### src/rtl/force_ring_drain_ctrl.sv
// ============================================================================
// Module   : force_ring_drain_ctrl
// Purpose  : Tracks one force iteration from start to ring quiescence and
//            pulses o_ring_drained. Optional packet counters: FRC_RING_PKT_CNT_EN
// Revision : 1.0 - initial release
// ============================================================================
`default_nettype none

module force_ring_drain_ctrl #(
  parameter int NUM_NODES     = 8,
  parameter int QUIET_CYCLES  = 16,
  parameter int TIMEOUT_WIDTH = 20,
  parameter int CNT_WIDTH     = 32
) (
  input  logic                 clk,
  input  logic                 rst,
  input  logic                 i_start,
  input  logic [NUM_NODES-1:0] i_pe_done,
  input  logic [NUM_NODES-1:0] i_buffer_empty,
  input  logic [NUM_NODES-1:0] i_ring_valid,
  input  logic [NUM_NODES-1:0] i_inject_valid,
  input  logic [NUM_NODES-1:0] i_deliver_valid,
  output logic                 o_busy,
  output logic                 o_ring_drained,
  output logic                 o_timeout,
  output logic [1:0]           o_state,
  output logic [CNT_WIDTH-1:0] o_inject_cnt,
  output logic [CNT_WIDTH-1:0] o_deliver_cnt,
  output logic                 o_err_mismatch
);

  localparam int             QW         = $clog2(QUIET_CYCLES + 1);
  localparam logic [QW-1:0]  QUIET_LAST = QW'(QUIET_CYCLES - 1);

  typedef enum logic [1:0] {
    S_IDLE  = 2'd0,
    S_RUN   = 2'd1,
    S_DRAIN = 2'd2,
    S_DONE  = 2'd3
  } state_t;

  state_t                   state, state_nx;
  logic [NUM_NODES-1:0]     done_latch, done_latch_nx;
  logic [QW-1:0]            quiet_cnt, quiet_cnt_nx;
  logic [TIMEOUT_WIDTH-1:0] wd_cnt, wd_cnt_nx;
  logic                     timeout_nx;
  logic                     quiet;

  assign quiet = (&i_buffer_empty) & ~(|i_ring_valid) & ~(|i_inject_valid) & ~(|i_deliver_valid);

  always_comb begin
    state_nx      = state;
    done_latch_nx = done_latch | i_pe_done;
    quiet_cnt_nx  = quiet_cnt;
    wd_cnt_nx     = wd_cnt;
    timeout_nx    = o_timeout;
    case (state)
      S_IDLE: begin
        if (i_start) begin
          // pe_done seen before the accepted start belongs to a previous iteration
          done_latch_nx = '0;
          timeout_nx    = 1'b0;
          state_nx      = S_RUN;
        end
      end
      S_RUN: begin
        quiet_cnt_nx = '0;
        wd_cnt_nx    = '0;
        if (&done_latch_nx) state_nx = S_DRAIN;
      end
      S_DRAIN: begin
        wd_cnt_nx    = wd_cnt + TIMEOUT_WIDTH'(1);
        quiet_cnt_nx = quiet ? quiet_cnt + QW'(1) : '0;
        if (quiet && (quiet_cnt == QUIET_LAST)) begin
          state_nx = S_DONE;
        end else if (&wd_cnt_nx) begin
          timeout_nx = 1'b1;
          state_nx   = S_IDLE;
        end
      end
      S_DONE:  state_nx = S_IDLE;
      default: state_nx = S_IDLE;
    endcase
  end

  always_ff @(posedge clk) begin
    if (rst) begin
      state          <= S_IDLE;
      done_latch     <= '0;
      quiet_cnt      <= '0;
      wd_cnt         <= '0;
      o_busy         <= 1'b0;
      o_ring_drained <= 1'b0;
      o_timeout      <= 1'b0;
    end else begin
      state          <= state_nx;
      done_latch     <= done_latch_nx;
      quiet_cnt      <= quiet_cnt_nx;
      wd_cnt         <= wd_cnt_nx;
      o_busy         <= (state_nx == S_RUN) || (state_nx == S_DRAIN);
      o_ring_drained <= (state_nx == S_DONE);
      o_timeout      <= timeout_nx;
    end
  end

  assign o_state = state;

`ifdef FRC_RING_PKT_CNT_EN
  localparam int PW = $clog2(NUM_NODES + 1);

  function automatic logic [PW-1:0] popcnt(input logic [NUM_NODES-1:0] v);
    popcnt = '0;
    for (int n = 0; n < NUM_NODES; n++) popcnt = popcnt + PW'(v[n]);
  endfunction

  function automatic logic [CNT_WIDTH-1:0] sat_add(input logic [CNT_WIDTH-1:0] a,
                                                   input logic [PW-1:0] b);
    logic [CNT_WIDTH:0] s;
    s       = {1'b0, a} + (CNT_WIDTH+1)'(b);
    sat_add = s[CNT_WIDTH] ? '1 : s[CNT_WIDTH-1:0];
  endfunction

  logic                 start_acc;
  logic                 counting;
  logic [CNT_WIDTH-1:0] inj_nx, del_nx;

  assign start_acc = (state == S_IDLE) && i_start;
  assign counting  = (state == S_RUN) || (state == S_DRAIN);
  assign inj_nx    = start_acc ? '0 : (counting ? sat_add(o_inject_cnt, popcnt(i_inject_valid)) : o_inject_cnt);
  assign del_nx    = start_acc ? '0 : (counting ? sat_add(o_deliver_cnt, popcnt(i_deliver_valid)) : o_deliver_cnt);

  // Mismatch is judged on the counts that become visible in the DONE cycle
  always_ff @(posedge clk) begin
    if (rst) begin
      o_inject_cnt   <= '0;
      o_deliver_cnt  <= '0;
      o_err_mismatch <= 1'b0;
    end else begin
      o_inject_cnt  <= inj_nx;
      o_deliver_cnt <= del_nx;
      if (start_acc)                                    o_err_mismatch <= 1'b0;
      else if ((state_nx == S_DONE) && (inj_nx != del_nx)) o_err_mismatch <= 1'b1;
    end
  end
`else
  assign o_inject_cnt   = '0;
  assign o_deliver_cnt  = '0;
  assign o_err_mismatch = 1'b0;
`endif

endmodule

`default_nettype wire

### config.mk
export PLATFORM = sky130hd
export DESIGN_NAME = force_ring_drain_ctrl
export DESIGN_NICKNAME = d
export VERILOG_FILES = /design/src/rtl/force_ring_drain_ctrl.sv
export SDC_FILE = /design/constraint.sdc
export NUM_CORES = 1
export LEC_CHECK = 0
export BUFFER_PORTS_ARGS = -buffer_cell sky130_fd_sc_hd__buf_2
export CAP_MARGIN = 10
export CELL_PAD_IN_SITES_DETAIL_PLACEMENT = 1
export CELL_PAD_IN_SITES_GLOBAL_PLACEMENT = 2
export CORE_AREA = 2 2 107 109
export CTS_CLUSTER_DIAMETER = 120
export DETAILED_ROUTE_END_ITERATION = 16
export DIE_AREA = 0 0 109 111
export GPL_TIMING_DRIVEN = 0
export HOLD_SLACK_MARGIN = 0.02
export PLACE_DENSITY = 0.79
export SLEW_MARGIN = 10
export SYNTH_ARGS = -nofsm -noshare
export SYNTH_HDL_FRONTEND = slang
export SYNTH_SLANG_ARGS = --single-unit
### constraint.sdc
create_clock -name clk -period 3.05 [get_ports clk]
set_input_delay 0.4575 -clock clk [delete_from_list [all_inputs] [get_ports clk]]
set_output_delay 0.4575 -clock clk [all_outputs]
set_load 0.03 [all_outputs]
==> impl_metrics.toml, run 1 <==
[setup_path]
crit_buf_inv = 1
crit_path_end_kind = "flip-flop"
arrival_ns = 3.00
criticalPathCategory = "reg2reg"
cp_common_cell = "ha_1"
crit_chain = "ha_1 > nand3_2 > or3_1 > a2111oi_2 > nand4_1 > buf_4 > o311ai_2 > nand2_1 > ha_1 > nor2b_1"
cpPeakStageDelay_ns = 0.40
start_kind = "flip-flop"
worst_ep_required_time_ns = 3.21
crit_family = "simple AND/OR/NAND/NOR gates"
crit_fanout = 9
cp_slowest_cell = "or3_1"

[global_routing]
grt_start_max_net_pins = 13
gr-usage-met3 = 0.0323
grtUsageTotal = 0.120
grt_first_pass_wirelength_um = 11800
grtUsageMet1 = 0.150
busiest_layer = "met2"
grt_overflow = 0
grt_use_met2 = 0.209
grt_pass1_vias = 2513
antenna_found_initial = 0

[flow_run]
timing.max_cap.violations = 0

[drt]
dr_total_vias = 2632
firstDrtPassIters = 4
drtAntennaViolNets = 0
wl_per_cell_um = 11.7
vias_per_cell = 4.26
drt_iter0_drc = 147
wl_um = 7250
drc = 0

[timing]
finClkSkew_ns = 0.00262
max_slew.worst_pin.slew_ns = 0.639
final_max_slew_viol_count = 0
timing.fmax_mhz = 353
relSlewSlack = 0.574
period_minus_slack_ns = 2.84
fin_crit_sh = 0.930
setup_viol = 0
finalHoldViolCount = 0

[pwr]
seq_power_share = 0.339
clkPwrFrac = 0.473
power_density_nw_per_um2 = 425
p_sw_uw = 410
internal_power_uw = 1100
worst_ir_drop_vdd_mv = 0.246
power.switching_fraction = 0.272
p_comb_frac = 0.188
power.leakage_uw = 0.00160

[min_path]
hold_class = "in2reg"

[layout]
seq_area_sq_um = 763
antenna_cells = 0
drive_gt1_frac = 0.305
n_fill_cell = 1427
syn_to_final_growth_pct = 33.4
final_cell_area_sq_um = 3540
nets = 525
final_util = 0.320
multi_input_area_sq_um = 1580

[synth]
synth.avg_cell_area_sq_um = 7.48
synth-seq-cells = 38
synthFlopType = "dfxtp_1"
async_flop_share = 0
yosys_warnings = 0
synthCells = 355
synth-edff-count = 0
seq_area_frac_synth = 0.286
synth_cell_types = 51
syn_area_sq_um = 2660

[place]
postPlaceCellArea_sq_um = 3310
io_buffers = 47
gp_congestion = 0.773
detailed_place_hpwl_um = 5590

[floorplanning]
start_util = 0.240
dieWidth_um = 109
io_pins = 113
core_sq_um = 11100
die_h_um = 111
row_count = 39
die_area_sq_um = 12100

[run_status]
status = "finished, final reports clean"

[clocking]
cts_buffers = 5
tritoncts = "done"
insertion_delay_ns = 0.29
path_clk_slew_ns = 0.06
clock_path_buffers = 2
cts.sinks = 38
root_buffer = "clkbuf_16"
h-tree-depth = 2
metrics by stage:
step                      std cells  total power, uW  TNS (ns)  hold slack, ns  worst slack (ns)
after floorplan                 419              749         0           0.436             0.531
after global placement          609              799         0           0.446             0.183
after detailed placement        609              803         0           0.457          0.000818
after CTS                       617             1530         0           0.398            0.0419
after global routing            618             1570   -0.0357           0.427           -0.0357
final                           618             1510         0           0.404             0.214
layout make-up:
class                   count  share of cell area
repair buffers             48              0.0685
multi-input cells         292               0.444
clock buffers               6              0.0392
inverters                   6             0.00635
plain buffers              83               0.159
clock inverters             2              0.0169
well taps                 143              0.0505
flip-flops and latches     38               0.215
repair_timing:
item	in CTS	in global routing
setup buffers	0	1
hold buffers	0	0
setup endpoints to repair	1	2
pin swaps	0	1
gates resized for setup	1	6
per-layer routing:
metal / share of wire / vias to the layer above
met1: 0.44 / 1221
met3: 0.067 / 4
met2: 0.49 / 71
met4: 0.0061 / 0
li1: - / 1336
met5: 0 / -
Yosys cell counts, drive strengths merged, types with 3 or more instances:
| library cell | number | area [sq um] |
|---|---|---|
| a21oi | 22 | 110 |
| a22oi | 6 | 45.0 |
| and2 | 4 | 25.0 |
| buf | 73 | 526 |
| clkbuf | 10 | 37.5 |
| dfxtp | 38 | 761 |
| ha | 8 | 100 |
| inv | 6 | 22.5 |
| nand2 | 42 | 160 |
| nand2b | 3 | 18.8 |
| nand3 | 15 | 80.1 |
| nand4 | 11 | 68.8 |
| nor2 | 39 | 146 |
| nor2b | 4 | 25.0 |
| nor3 | 9 | 50.1 |
| nor4 | 10 | 62.6 |
| o21ai | 14 | 70.1 |
| or3 | 4 | 27.5 |
| or4 | 5 | 41.3 |
| xnor2 | 4 | 35.0 |
tightest hold or removal path, cell delays in order:
cell	delay, ns
buf_2	0.07
nor2_1	0.04
nor2_1	0.08
logic make-up after synthesis:
| group | share of synthesized area |
|---|---|
| flip-flops | 0.286 |
| other | 0.00141 |
| buffers and inverters | 0.220 |
| AND/OR/NAND/NOR | 0.298 |
| multiplexers | 0.00848 |
| XOR/XNOR | 0.0198 |
| adder cells (fa/ha/maj) | 0.0377 |
| AO/OA/AOI/OAI | 0.128 |
state kept, by name (all words and copies together) (netlist names):
register and cells:
o_busy 1, o_state 2, quiet_cnt 5, done_latch 8, wd_cnt 20, o_ring_drained 1
o_timeout 1
cell usage in the layout (no fill, tap or decap), drive strengths merged, types with 3 or more instances in the layout:
cell type / netlist / layout
buf: 73 / 121
conb: 1 / 65
nand2: 42 / 42
nor2: 39 / 39
dfxtp: 38 / 38
a21oi: 22 / 22
clkbuf: 10 / 16
nand3: 15 / 15
o21ai: 14 / 14
nand4: 11 / 11
nor4: 10 / 10
nor3: 9 / 9
ha: 8 / 8
inv: 6 / 6
a22oi: 6 / 6
or4: 5 / 5
xnor2: 4 / 4
nor2b: 4 / 4
or3: 4 / 4
and2: 4 / 4
nand2b: 3 / 3
power groups by stage:
| stage | Clock [uW] | Sequential, uW | Combinational, uW |
|---|---|---|---|
| 2_1_floorplan | 0 | 527 | 222 |
| 3_3_place_gp | 0 | 521 | 278 |
| 3_5_place_dp | 0 | 522 | 282 |
| 4_1_cts | 734 | 510 | 282 |
| 5_1_grt | 752 | 511 | 310 |
| 6_report | 713 | 510 | 284 |
final timing paths:
check                              startpoint            end  slack [ns]  cells past startpoint
worst min register to register  done_latch[0]  done_latch[0]        0.46                      2
worst min-delay path             i_pe_done[7]  done_latch[7]        0.40                      3
worst max-delay path                wd_cnt[0]         o_busy        0.21                     10
worst max register to register      wd_cnt[0]         o_busy        0.21                     10
No activity file was read; power rests on OpenSTA's default activity.
==> run 2, diff against run 1 <==
CTS_BUF_LIST = sky130_fd_sc_hd__clkbuf_4 sky130_fd_sc_hd__clkbuf_8   (was default)
==> run 2 against run 1 <==
Effect of this change: first-iteration DRC count down 13%; flip-flop and latch count unchanged; final cell count unchanged; routed wire length about the same; global-route usage down 0.12 points; utilization down 0.51 points; sequential share of layout area up 0.35 points; register-to-register slack worse by 0.02 ns; final area down 1.6%; clock power down 23%.
==> impl_metrics.toml, run 2 (synthesized netlist as in run 1, its figures left out) <==
[run_status]
status = "finished, final reports clean"

[place]
postPlaceCellArea_sq_um = 3310
dpl_worst_slack_ns = 0.000818
detailed_place_hpwl_um = 5590
io_buffers = 47
gp_congestion = 0.773

[global_routing]
antenna_found_initial = 0
grt_first_pass_wirelength_um = 11900
grt_use_met2 = 0.211
busiest_layer = "met2"
gr-usage-met3 = 0.0235
grt_start_max_net_pins = 13
grt_pass1_vias = 2549
grt_overflow = 0
grtUsageMet1 = 0.150
grtUsageTotal = 0.119

[setup_path]
criticalPathCategory = "reg2reg"
startpoint = "wd_cnt[0]"
rrSetupSlack_ns = 0.20
r2r-start = "wd_cnt[0]"
reg2reg_depth = 10
crit_path_end_kind = "flip-flop"
setup.worst_path.end = "o_busy"
crit_fanout = 9
worst_ep_required_time_ns = 3.22
start_kind = "flip-flop"
r2r-end = "o_busy"
arrival_ns = 3.02

[drt]
dr_total_vias = 2643
firstDrtPassIters = 4
wl_um = 7240
drtAntennaViolNets = 0
wl_per_cell_um = 11.7
drc = 0
vias_per_cell = 4.28
drt_iter0_drc = 128

[layout]
drive_gt1_frac = 0.305
nets = 525
top_regs = "wd_cnt x20, done_latch x8, quiet_cnt x5"
final_cell_area_sq_um = 3490
top_register = "wd_cnt"
most-common-layout-cells = "buf_4, conb_1, buf_2"
largest_register_ffs = 20
layout_commonest_cell = "buf_4"
syn_to_final_growth_pct = 31.3
antenna_cells = 0

[timing]
setup_viol = 0
final_max_slew_viol_count = 0
max_slew.worst_pin.slew_ns = 0.637
relSlewSlack = 0.575
fin_crit_sh = 0.936
period_minus_slack_ns = 2.85
timing.fmax_mhz = 350
finalHoldViolCount = 0
finClkSkew_ns = 0.00433
worst_slack_ns = 0.197

[clocking]
root_buffer = "clkbuf_8"
hold_buffers = 0
cts.sinks = 38
cts_buffers = 5
clock_path_buffers = 2
h-tree-depth = 2
insertion_delay_ns = 0.30
tritoncts = "done"
path_clk_slew_ns = 0.08

[pwr]
power.leakage_uw = 0.00157
internal_power_uw = 953
worst_ir_drop_vdd_mv = 0.250
clkPwrFrac = 0.409
seq_power_share = 0.379
p_sw_uw = 390
power.switching_fraction = 0.290
p_comb_frac = 0.211
power_density_nw_per_um2 = 385

[floorplanning]
core_sq_um = 11100
start_util = 0.240
dieWidth_um = 109
row_count = 39
io_pins = 113
die_h_um = 111
die_area_sq_um = 12100

[flow_run]
timing.max_cap.violations = 0

[min_path]
hold_start = "i_pe_done[7]"
hold_class = "in2reg"
## run 2: cell counts in the layout (fill, tap and decap cells not counted)
Identical to the previous run, type by type.
## run 2: through the flow
step | TNS, ns | hold slack, ns | total power, uW | cells | utilization
after global placement | 0 | 0.446 | 799 | 609 | 0.299
after CTS | 0 | 0.384 | 1360 | 617 | 0.312
after global routing | -0.0389 | 0.417 | 1400 | 618 | 0.315
after floorplan | 0 | 0.436 | 749 | 419 | -
final | 0 | 0.394 | 1340 | 618 | 0.315
after detailed placement | 0 | 0.457 | 803 | 609 | 0.299
## run 2: layout make-up
type / count / area, sq um
Tap cell: 143 / 179
Clock buffer: 6 / 82.6
Multi-Input combinational cell: 292 / 1580
Buffer: 83 / 563
Inverter: 6 / 22.5
Clock inverter: 2 / 60.1
Fill cell: 1438 / 7590
Timing Repair Buffer: 48 / 243
Sequential cell: 38 / 763
## run 2: critical path, stage by stage (launching register included)
cell and delay, ns:
dfxtp_2 0.40, ha_1 0.22, nand3_2 0.18, or3_1 0.40, a2111oi_2 0.39, nand4_1 0.13
buf_4 0.18, o311ai_2 0.30, nand2_1 0.11, ha_1 0.30, nor2b_1 0.12
## run 2: timing repair
action	CTS	global route
endpoints found under the setup margin	1	2
endpoints found under the hold margin	0	0
resized for setup	1	6
buffers inserted	0	1
pin swaps	0	1
## run 2: power by group through the flow
stage                     Clock (uW)  Sequential [uW]  Combinational, uW
after floorplan                    0              527                222
after global placement             0              521                278
after detailed placement           0              522                282
after CTS                        569              510                282
after global routing             582              511                310
final                            550              509                284
## run 2: layer usage
| metal | vias up | wire length [um] |
|---|---|---|
| met5 | - | 0 |
| met4 | 0 | 25 |
| met3 | 5 | 457 |
| met2 | 73 | 3530 |
| met1 | 1234 | 3230 |
| li1 | 1331 | - |
## run 2: worst min-delay path by stage
| stage | end | cells past startpoint | slack, ns |
|---|---|---|---|
| 3_5_place_dp | done_latch[7] | 2 | 0.46 |
| 3_3_place_gp | done_latch[7] | 2 | 0.45 |
| 4_1_cts | done_latch[7] | 3 | 0.38 |
| 6_report | done_latch[7] | 3 | 0.39 |
| 2_1_floorplan | done_latch[1] | 2 | 0.44 |
| 5_1_grt | done_latch[7] | 3 | 0.42 |
